===== src/rtl/flop_clr.sv =====
// Decode-to-execute pipeline register: loads every clock, synchronous clear inserts
// an all-zero NOP bubble, asynchronous active-low reset zeroes everything.
module flop_clr #(
    parameter int WIDTH = 32
) (
    input  logic             clk,
    input  logic             reset,
    input  logic             clr,
    input  logic [WIDTH-1:0] rd1d,
    input  logic [WIDTH-1:0] rd2d,
    input  logic [WIDTH-1:0] extimmd,
    input  logic [3:0]       wa3d,
    input  logic [3:0]       ra1d,
    input  logic [3:0]       ra2d,
    input  logic             pcsrcd,
    input  logic             regwrited,
    input  logic             memtoregd,
    input  logic             memwrited,
    input  logic             branchd,
    input  logic             alusrcd,
    input  logic [1:0]       flagwrited,
    input  logic [1:0]       alucontrold,
    input  logic [3:0]       flagsd,
    input  logic [3:0]       condd,
    output logic [WIDTH-1:0] rd1e,
    output logic [WIDTH-1:0] rd2e,
    output logic [WIDTH-1:0] extimme,
    output logic [3:0]       wa3e,
    output logic [3:0]       ra1e,
    output logic [3:0]       ra2e,
    output logic             pcsrce,
    output logic             regwritee,
    output logic             memtorege,
    output logic             memwritee,
    output logic             branche,
    output logic             alusrce,
    output logic [1:0]       flagwritee,
    output logic [1:0]       alucontrole,
    output logic [3:0]       flagse,
    output logic [3:0]       conde
);

    // A zeroed stage is a NOP: every write enable and branch/pcsrc bit is low.
    always_ff @(posedge clk or negedge reset) begin
        if (!reset) begin
            rd1e        <= '0;
            rd2e        <= '0;
            extimme     <= '0;
            wa3e        <= '0;
            ra1e        <= '0;
            ra2e        <= '0;
            pcsrce      <= 1'b0;
            regwritee   <= 1'b0;
            memtorege   <= 1'b0;
            memwritee   <= 1'b0;
            branche     <= 1'b0;
            alusrce     <= 1'b0;
            flagwritee  <= '0;
            alucontrole <= '0;
            flagse      <= '0;
            conde       <= '0;
        end else if (clr) begin
            rd1e        <= '0;
            rd2e        <= '0;
            extimme     <= '0;
            wa3e        <= '0;
            ra1e        <= '0;
            ra2e        <= '0;
            pcsrce      <= 1'b0;
            regwritee   <= 1'b0;
            memtorege   <= 1'b0;
            memwritee   <= 1'b0;
            branche     <= 1'b0;
            alusrce     <= 1'b0;
            flagwritee  <= '0;
            alucontrole <= '0;
            flagse      <= '0;
            conde       <= '0;
        end else begin
            rd1e        <= rd1d;
            rd2e        <= rd2d;
            extimme     <= extimmd;
            wa3e        <= wa3d;
            ra1e        <= ra1d;
            ra2e        <= ra2d;
            pcsrce      <= pcsrcd;
            regwritee   <= regwrited;
            memtorege   <= memtoregd;
            memwritee   <= memwrited;
            branche     <= branchd;
            alusrce     <= alusrcd;
            flagwritee  <= flagwrited;
            alucontrole <= alucontrold;
            flagse      <= flagsd;
            conde       <= condd;
        end
    end

endmodule


===== config.mk =====
export PLATFORM = sky130hd
export DESIGN_NAME = flop_clr
export DESIGN_NICKNAME = d
export VERILOG_FILES = /design/src/rtl/flop_clr.sv
export SDC_FILE = /design/constraint.sdc
export NUM_CORES = 1
export LEC_CHECK = 0
export ABC_AREA = 1
export CORE_MARGIN = 2
export CORE_UTILIZATION = 40
export CTS_CLUSTER_DIAMETER = 60
export DETAILED_ROUTE_END_ITERATION = 8
export PLACE_DENSITY = 0.85
export SYNTH_ARGS = -nofsm -noshare
export SYNTH_HDL_FRONTEND = slang
export SYNTH_SLANG_ARGS = --single-unit

===== constraint.sdc =====
create_clock -name clk -period 1.41 [get_ports clk]
set_clock_uncertainty 0.1 [all_clocks]
set_input_delay 0.282 -clock clk [delete_from_list [all_inputs] [get_ports clk]]
set_output_delay 0.282 -clock clk [all_outputs]
set_load 0.005 [all_outputs]

==> reports/metrics.yaml <==
outcome:
  outcome: "finished clean"
logic_synthesis:
  async_flop_share_pct: 100.0
  ys_warn_count: 0
  ys_seq_elements: 126
  syn_avg_cell_area_um2: 10.73
  synth.area.top_cells: "dfrtp_1, inv_1, nor2_1, buf_6, buf_2"
  synthCells: 392
  yosysSeqAreaShare_pct: 74.96
  ys.flop_type: "dfrtp_1"
  synth_edf_count: 0
  ys_top_cells_by_count: "dfrtp_1, inv_1, nor2_1, buf_2, buf_6"
  synth_top_area_share_pct: 74.96
  synth_fp_nets: 521
  synth_top_area_cell: "dfrtp_1"
  synth_cell_type_count: 5
  syn_area_um2: 4207
sta:
  post-route-period-util_pct: 99.24
  slew_headroom_pct: 80.40
  slew_violations: 0
  min_period_ns: 1.399
  hold_viol_final: 0
  setup_violations: 0
  timing.final.ws_setup_ns: 0.01070
  fin_hold_ws_ns: 0.02783
  fmax_mhz: 714.6
  finalSetupTns_ns: 0
  rsz0062_at_grt: "yes"
  worstMarginPinSlew_ns: 0.2940
worst_setup_path:
  worst_ep_required_time_ns: 1.03
  worstSetupEndpointType: "output port"
  slowest_stage: "dfrtp_1"
  cp.arrival_ns: 1.02
  crit_buf_inv: 1
  critPathMaxStageDelay_ns: 0.39
  path_max_fanout: 1
  crit_path_start_kind: "register"
  crit_family: "flip-flops"
  path_cells: "buf_2"
  critPathKind: "reg -> out"
clock_tree:
  h-tree-depth: 4
  cts.sinks: 126
  cts_tree: "yes"
  cts_buffers: 17
  clk_pin_slew_ns: 0.06
  clockBufferDepth: 2
  cts_root_buffer: "clkbuf_8"
  post_cts_buffers: 0
floorplanning:
  start_util_pct: 40.93
  fp.dieW_um: 106.6
  core_um2: 10280
  dieArea_um2: 11350
  ios: 255
  rows: 37
  die_h_um: 106.6
pwr:
  power_density_nw_per_um2: 1307
  leakage_nw: 3.982
  peakVddDrop_mv: 0.8234
  p_total_w: 0.008968
global_routing:
  antenna_found_initial: 0
  grt_overflow: 0
  grt_max_degree: 55
  grt_use_total_pct: 21.15
  grt_pass1_vias: 3694
  grt_pass1_wl_um: 18000
placement:
  port_buffers: 254
  globalplace.congestion: 0.7437
  dp_hpwl_um: 8389
  pre_cts_slack_ns: 0.1586
layout:
  fin_nets: 786
  drive_above_1_share_pct: 23.73
  area_growth_syn_to_layout_pct: 63.09
  nFillCells: 806
  antenna_cells: 0
  utilization_pct: 66.75
drt:
  drtIter0Drc: 140
  drt_pre_antenna_iters: 4
  via_per_inst: 4.123
  wl_per_cell_um: 14.22
  drc_errors: 0
  wl_um: 11470
  num_vias: 3323
  ant_nets: 0
flow_run:
  drv_cap: 0
hold_path:
  hold_path.class: "in -> reg"
-- cell type report --
class	instances	area [µm²]	share of cell area, %
Clock buffer	25	464.2	6.766
Clock inverter	7	110.1	1.605
Inverter	126	473.0	6.894
Multi-Input combinational cell	126	473.0	6.894
Sequential cell	126	3153	45.96
Tap cell	136	170.2	2.480
Timing Repair Buffer	260	2017	29.40
-- path summary, 6_finish.rpt --
path,startpoint,end,slack (ns),cells after the start
hold / removal,clr,rd2e[0],0.03,2
min in group asynchronous,reset,flagse[2],0.11,2
setup / recovery,pcsrce,pcsrce,0.01,1
max in group asynchronous,reset,rd1e[22],0.53,3
-- flip-flops by register name (all words and copies together), names as in the netlist --
name	count
ra1e	4
memwritee	1
alucontrole	2
pcsrce	1
ra2e	4
rd1e	32
flagwritee	2
rd2e	32
extimme	32
wa3e	4
memtorege	1
conde	4
alusrce	1
flagse	4
branche	1
regwritee	1
-- per-layer routing --
metal	GRT usage, %	routed length [µm]	up-vias
li1	-	-	1582
met1	23.10	4153	1542
met2	36.36	5920	179
met3	8.829	1180	20
met4	8.720	211	0
met5	0	0	-
-- stage by stage --
step / instances / area [µm²]
after floorplan: 392 / 4207
after global placement: 773 / 6907
after detailed placement: 773 / 6907
after CTS: 806 / 6860
after global routing: 806 / 6860
final: 806 / 6860
-- timing repair --
item | CTS | global route
cloned | 0 | 0
hold buffers | 1 | 0
hold endpoints to repair | 126 | 0
resized for setup | 502 | 0
pin swaps | 0 | 0
endpoints found under the setup margin | 126 | 71
-- cell families after synthesis --
group	after synthesis	synth area share, %
buffers and inverters	140	13.80
DFF	126	74.96
and+or+nand+nor	126	11.24
-- cells in the final DEF (no fill, tap or decap), drive strengths merged --
master,Yosys,final
buf,14,133
clkbuf,0,25
clkdlybuf4s50,0,126
dlygate4sd3,0,1
inv,126,126
clkinv,0,4
dfrtp,126,126
bufinv,0,3
nor2,126,126
-- report_power, final --
part / total, W / internal, W / switching, W
combinational: 0.000907 / 0.000521 / 0.000386
clock: 0.00421 / 0.00278 / 0.00144
sequential: 0.00385 / 0.00380 / 0.0000491
Note: power is estimated with default switching activity, not from simulation.
